File: src/rtl/uart_mem_loader.sv
// uart_mem_loader: receives 8N1 bytes over UART, packs groups of four into
// little-endian words and writes them to data memory at consecutive word
// addresses starting at BASE_ADDR. The bus belongs to this block while busy=1.
module uart_mem_loader #(
  parameter int          CLKS_PER_BIT = 10417,
  parameter logic [31:0] BASE_ADDR    = 32'h0000_0000,
  parameter int          WORD_COUNT   = 512
) (
  input  logic        clk,
  input  logic        reset,
  input  logic        rx,
  input  logic        start,
  output logic [31:0] addr,
  output logic [31:0] WriteData,
  output logic        MemRead,
  output logic        MemWrite,
  output logic        busy,
  output logic        done,
  output logic        frame_err
);

  localparam int CW   = $clog2(CLKS_PER_BIT);
  localparam int WW   = (WORD_COUNT > 1) ? $clog2(WORD_COUNT) : 1;
  localparam int HALF = CLKS_PER_BIT / 2;

  typedef enum logic [1:0] {R_IDLE, R_START, R_DATA, R_STOP} rx_state_t;
  typedef enum logic [1:0] {L_IDLE, L_RECV, L_WRITE, L_DONE} ld_state_t;

  rx_state_t       rx_state, rx_next;
  ld_state_t       ld_state, ld_next;

  logic            rx_meta, rx_sync;
  logic [CW-1:0]   clk_cnt;
  logic [2:0]      bit_cnt;
  logic [7:0]      shift_reg;
  logic            cnt_clr, sample, byte_valid, stop_bad;

  logic [WW-1:0]   word_idx;
  logic [1:0]      byte_idx;
  logic [3:0][7:0] word_buf;
  logic [3:0][7:0] word_next;
  logic            last_word;

  wire half_pt = (clk_cnt == CW'(HALF));
  wire bit_end = (clk_cnt == CW'(CLKS_PER_BIT - 1));

  assign MemRead   = 1'b0;
  assign last_word = (word_idx == WW'(WORD_COUNT - 1));

  // Two-flop synchronizer; idle-high so reset does not look like a start bit
  always_ff @(posedge clk or negedge reset) begin
    if (!reset) begin
      rx_meta <= 1'b1;
      rx_sync <= 1'b1;
    end else begin
      rx_meta <= rx;
      rx_sync <= rx_meta;
    end
  end

  // RX FSM state register
  always_ff @(posedge clk or negedge reset) begin
    if (!reset) rx_state <= R_IDLE;
    else        rx_state <= rx_next;
  end

  // RX FSM next state; byte_valid fires in the cycle the good stop bit is sampled
  always_comb begin
    rx_next    = rx_state;
    cnt_clr    = 1'b0;
    sample     = 1'b0;
    byte_valid = 1'b0;
    stop_bad   = 1'b0;
    case (rx_state)
      R_IDLE:  if (!rx_sync) begin
                 rx_next = R_START;
                 cnt_clr = 1'b1;
               end
      R_START: if (half_pt) begin
                 cnt_clr = 1'b1;
                 rx_next = rx_sync ? R_IDLE : R_DATA;
               end
      R_DATA:  if (bit_end) begin
                 cnt_clr = 1'b1;
                 sample  = 1'b1;
                 if (bit_cnt == 3'd7) rx_next = R_STOP;
               end
      R_STOP:  if (bit_end) begin
                 cnt_clr = 1'b1;
                 rx_next = R_IDLE;
                 if (rx_sync) byte_valid = 1'b1;
                 else         stop_bad   = 1'b1;
               end
      default: rx_next = R_IDLE;
    endcase
  end

  // RX datapath: cycle counter, bit counter, LSB-first shift register
  always_ff @(posedge clk or negedge reset) begin
    if (!reset) begin
      clk_cnt   <= '0;
      bit_cnt   <= '0;
      shift_reg <= '0;
    end else begin
      if (cnt_clr || rx_state == R_IDLE) clk_cnt <= '0;
      else                               clk_cnt <= clk_cnt + 1'b1;
      if (rx_state == R_START) bit_cnt <= '0;
      else if (sample)         bit_cnt <= bit_cnt + 1'b1;
      if (sample) shift_reg <= {rx_sync, shift_reg[7:1]};
    end
  end

  // Word being assembled with the incoming byte merged into its lane
  always_comb begin
    word_next           = word_buf;
    word_next[byte_idx] = shift_reg;
  end

  // Loader FSM state register
  always_ff @(posedge clk or negedge reset) begin
    if (!reset) ld_state <= L_IDLE;
    else        ld_state <= ld_next;
  end

  // Loader FSM next state and bus strobes; MemWrite is tied to the state so
  // an async reset drops it immediately
  always_comb begin
    ld_next  = ld_state;
    busy     = 1'b0;
    MemWrite = 1'b0;
    case (ld_state)
      L_IDLE:  if (start) ld_next = L_RECV;
      L_RECV:  begin
                 busy = 1'b1;
                 if (byte_valid && byte_idx == 2'd3) ld_next = L_WRITE;
               end
      L_WRITE: begin
                 busy     = 1'b1;
                 MemWrite = 1'b1;
                 ld_next  = last_word ? L_DONE : L_RECV;
               end
      L_DONE:  ld_next = L_IDLE;
      default: ld_next = L_IDLE;
    endcase
  end

  // Loader datapath: indices, word buffer, registered bus outputs, sticky flags
  always_ff @(posedge clk or negedge reset) begin
    if (!reset) begin
      word_idx  <= '0;
      byte_idx  <= '0;
      word_buf  <= '0;
      addr      <= '0;
      WriteData <= '0;
      done      <= 1'b0;
      frame_err <= 1'b0;
    end else begin
      case (ld_state)
        L_IDLE:  if (start) begin
                   word_idx  <= '0;
                   byte_idx  <= '0;
                   done      <= 1'b0;
                   frame_err <= 1'b0;
                 end
        L_RECV:  if (byte_valid) begin
                   word_buf <= word_next;
                   byte_idx <= byte_idx + 1'b1;
                   if (byte_idx == 2'd3) begin
                     WriteData <= word_next;
                     addr      <= BASE_ADDR + (32'(word_idx) << 2);
                   end
                 end
        L_WRITE: if (last_word) done <= 1'b1;
                 else           word_idx <= word_idx + 1'b1;
        default: ;
      endcase
      // a bad stop bit is recorded in any state; start clears it only when
      // no error arrives in the same cycle
      if (stop_bad) frame_err <= 1'b1;
    end
  end

endmodule

File: config.mk
export PLATFORM = sky130hd
export DESIGN_NAME = uart_mem_loader
export DESIGN_NICKNAME = d
export VERILOG_FILES = /design/src/rtl/uart_mem_loader.sv
export SDC_FILE = /design/constraint.sdc
export NUM_CORES = 1
export LEC_CHECK = 0
export CAP_MARGIN = 0
export CORE_MARGIN = 2
export CORE_UTILIZATION = 30
export CTS_BUF_LIST = sky130_fd_sc_hd__clkbuf_8
export CTS_CLUSTER_DIAMETER = 60
export DETAILED_ROUTE_END_ITERATION = 8
export PLACE_DENSITY = 0.6
export SLEW_MARGIN = 20
export SYNTH_ARGS = -nofsm -noshare
export SYNTH_HDL_FRONTEND = slang
export SYNTH_SLANG_ARGS = --single-unit
File: constraint.sdc
create_clock -name clk -period 3.4 [get_ports clk]
set_input_delay 1.02 -clock clk [delete_from_list [all_inputs] [get_ports clk]]
set_output_delay 1.02 -clock clk [all_outputs]
set_load 0.1 [all_outputs]
======== Yosys cells after proc, flatten, opt, wreduce, memory -nomap -nowiden ========
Index checks and enable logic that the tools add are counted.
storage, ports and cells
  logic and storage cells ................. 104
  bits in registers ....................... 117
cells by class
  $add $sub $neg .......................... 4
  order comparisons ....................... 2
  muxes and demuxes ....................... 40
  reduce and logical (&&, ||, !) cells .... 20
  eq/ne operators ......................... 21
operators with widths
  cell                                                               count
  32-bit bitwise mux                                                 1
  2-bit two-way mux                                                  11
  2-bit != test, second input constant                               10
  9-bit two-way mux                                                  2
  9-bit one-hot mux with 2 select lines                              1
  8-bit demux with 2-bit select                                      1
  2-bit one-hot mux with 4 select lines                              2
  1-bit two-way mux                                                  15
  14-bit by 1-bit adder with 14-bit output, second input constant    1
  14-bit by 13-bit == test with 1-bit output, second input constant  1
  14-bit == test, second input constant                              1
  14-bit two-way mux                                                 1
  3-bit AND reduction                                                4
  2-bit == test, second input constant                               5
  2-bit nonzero test                                                 5
  9-bit by 1-bit adder with 9-bit output, second input constant      1
  9-bit == test, second input constant                               1
  8-bit two-way mux                                                  1
  3-bit two-way mux                                                  2
  2-bit AND reduction                                                3
  5-bit AND reduction                                                1
  2-bit by 1-bit == test with 1-bit output, second input constant    2
  2-bit logical NOT                                                  2
  2-bit one-hot mux with 2 select lines                              1
  other kinds (10)                                                   12

======== Longest topological paths before layout ========
  depth after elaboration ................. 6
  gate-level depth with buffers ........... 9
  mapped depth without buffers ............ 8

======== Worst setup path after synthesis ========
Ideal clock, no wire load.
  path type ............................... reg2reg
  from .................................... register ld_state[0]
  to ...................................... register word_idx[5]
  buffers on the path ..................... 1
  clock period less this slack ............ 2.486 ns
  path slack .............................. 0.914 ns
  stages on the path, launching flop included .. 8
  library setup time ...................... 0.131 ns
  data arrival time ....................... 2.355 ns
  cells stage by stage .................... dfrtp_1 -> inv_1 -> ha_1 -> clkbuf_1 -> mux2i_1 -> nor4_1 -> xnor2_1 -> nor2_1
between the ends
  longest elaborated chain between the ends .. 3
  elaborated cells on any way between the ends .. 7
  classes of those cells .................. eq/ne (3); mux (1); reduce/logical (3)
RTL lines
  element                                                        RTL line  text
  start, declared                                                30        ld_state_t ld_state, ld_next;
  start signal, assigned                                         122       else ld_state <= ld_next;
  2-bit == test or 2-bit logical NOT (tied branches)             158       case (ld_state)
  2-bit != test (no line) or 2-bit nonzero test (tied branches)  n/a
  3-bit AND reduction (no line)                                  n/a
  end signal, assigned                                           174       else word_idx <= word_idx + 1'b1;
  end, declared                                                  38        logic [WW-1:0] word_idx;
Several ways; a longest one is shown, not always the timed one.
A chain may end at the register's enable or synchronous reset.

======== Worst setup path after layout ========
  from .................................... register clk_cnt[0]
  to ...................................... register WriteData[30]
between the ends
  longest elaborated chain between the ends .. 4
RTL lines
  element                        RTL line  text
  start, declared                33        logic [CW-1:0] clk_cnt;
  start signal, assigned         106       else clk_cnt <= clk_cnt + 1'b1;
  14-bit == test                 45        wire bit_end = (clk_cnt == CW'(CLKS_PER_BIT - 1));
  1-bit two-way mux              88        R_STOP: if (bit_end) begin
  1-bit two-way mux              74        case (rx_state)
  3-bit AND reduction (no line)  n/a
  end signal, assigned           169       WriteData <= word_next;
  end, declared                  14        output logic [31:0] WriteData,
No other way between the ends.

==> impl_metrics.toml <==
[sta]
period_minus_slack_ns = 2.84
finalHoldWorstSlack_ns = 0.360
hold_viol_final = 0
worstMarginPinSlew_ns = 0.702
fin_skew_ns = 0.0141
drv_slew = 0
relSlewSlack_pct = 51.9
finalCritPeriodShare_pct = 83.5
rsz0062_at_grt = "false"
setup_viol = 0
tns_ns = 0
max_freq_mhz = 352

[layout]
fin_nets = 486
n_fill_cell = 1734
area_growth_pct = 12.9
antennaDiodeCount = 0
top_regs = "WriteData: 32 flops, word_buf: 24 flops, clk_cnt: 14 flops"
drive_gt1_share_pct = 34.7
regMostFlops = "WriteData"
largest_reg_flops = 32

[yosys]
postSynthAreaPerCell_um2 = 12.4
yosysWarnings = 0
yosysTopAreaCell = "dfrtp_1"
synth_most_common_cell = "dfrtp_1"
synth.distinct_cells = 54
async_flop_share_pct = 100
synth_cells = 428
synth_edf_count = 0
synth_top_area_share_pct = 50.5
ys_seq_area_share_pct = 51.5
synth_area_leaders = "dfrtp_1 (51%), mux2_2 (19%), buf_4 (3.4%)"
synth-seq-cells = 109
synth_common_cells = "dfrtp_1 (107), mux2_2 (88), nor2_1 (30)"
netlist_area_um2 = 5300
synth_flop_cell = "dfrtp_1"

[grt]
grt_pass1_vias = 3275
antenna_found_initial = 0
overflow = 0
grt_pass1_wl_um = 16800
grt_use_total_pct = 11.3
grt_max_degree = 56

[routing]
vias = 3238
first_pass_iters = 4
drtAntennaViolNets = 0
routed_via_density = 4.64
drc = 0
drtIter0Drc = 182
wire_per_inst_um = 14.5
routed_wl_um = 10100

[clock_network]
post_cts_resized = 0
ctsHoldBuffers = 0
cts_setup_buffers = 0
cts_tree = "done"
clockBufferDepth = 2
cts_max_level = 3
clock-sinks = 109
cts_buffers = 9
clk_latency_ns = 0.37
cts_root_buf = "clkbuf_8"
worst_setup_hold_path_clk_slew_ns = 0.10

[die]
fp-row-count = 48
dieArea_um2 = 18700
die_w_um = 137
pin_count = 73
die_h_um = 137
core_area_um2 = 17300
start_util_pct = 30.6

[placement]
hpwlAfterDp_um = 7300
place_congestion = 0.775
port_buffers = 48

[job]
drv_cap = 0

[outcome]
outcome = "finished, final reports clean"

[worst_setup_path]
path_max_fanout = 16
cp_data_arrival_time_ns = 3.10
cp.required_ns = 3.66
crit_type = "register to register"
worstSetupEndpointType = "register"
start_kind = "register"

[pwr]
power_leakage_nw = 2.95
vdd_drop_max_mv = 0.152
cellPowerDensity_nw_per_um2 = 373

[worst_hold_path]
min_path_type = "register to register"
-- layout by cell type (no fill, tap or decap), drive strengths merged, types with 3 or more instances in the layout --
cell,synthesis,routed
dfrtp,107,107
mux2,97,97
buf,38,50
nor2,31,31
conb,1,24
nand2,15,15
xnor2,15,15
inv,12,15
ha,14,14
nand3,11,11
nand4,9,9
clkbuf,8,9
nor3,9,9
o21ai,5,5
nor4,5,5
nor2b,4,4
xor2,3,3
a21oi,3,3
a22o,3,3
clkinv,0,3
-- per-stage QoR --
stage          utilization [%]  power, mW  cells  setup slack [ns]  area, µm²
6_report                  34.6       2.23    698             0.561       5990
5_1_grt                   34.6       2.33    698             0.391       5990
4_1_cts                   34.6       2.27    698             0.528       5990
3_5_place_dp              33.5       1.47    682             0.535       5790
3_3_place_gp              33.5       1.47    682             0.596       5790
2_1_floorplan                -       1.46    451             0.914       5390
-- critical path, stage by stage, from the launching register on --
cell and delay (ns):
dfrtp_1 0.44, inv_1 0.08, ha_1 0.13, or4b_4 0.50
nor3_4 0.26, nand4_1 0.55, buf_4 0.44, mux2_1 0.32
-- power by group --
group          total [mW]  internal, mW  switching (mW)
Clock               0.788         0.345           0.443
Combinational       0.147       0.00605           0.141
Sequential           1.30          1.30         0.00142
-- final timing paths --
check	end	start	depth (start not counted)	slack, ns
worst max-delay path	WriteData[30]	clk_cnt[0]	7	0.56
worst min-delay path	rx_sync	rx_meta	0	0.36
worst max register to register	WriteData[30]	clk_cnt[0]	7	0.56
worst min register to register	rx_sync	rx_meta	0	0.36
max in group asynchronous	asynchronous set/reset pin	reset	2	1.96
min in group asynchronous	addr[5]	reset	1	0.70
-- cells by family after synthesis --
| kind of cell | share of synthesized area (%) |
|---|---|
| AOI/OAI and AO/OA | 4.08 |
| xor gates and xnor gates | 2.97 |
| adders and majority gates | 3.30 |
| buffers and inverters | 6.25 |
| DFF | 51.5 |
| muxes | 21.0 |
| other | 0.0707 |
| and+or+nand+nor | 10.8 |
-- final cells by class --
class,count,area (µm²),area share (%)
inverters,12,45.0,0.753
clock buffers,9,124,2.07
well taps,225,282,4.70
clock inverters,7,71.3,1.19
flip-flops and latches,109,2730,45.6
multi-input cells,284,2330,38.9
repair buffers,52,408,6.81
-- per-layer routing --
layer,vias up,global-route usage (%),part of all wire (%)
met5,-,0,0
met2,70,17.9,46
met3,10,2.67,5.5
li1,1526,-,-
met1,1632,15.0,47
met4,0,4.52,1.1
No activity file was read; power rests on OpenSTA's default activity.
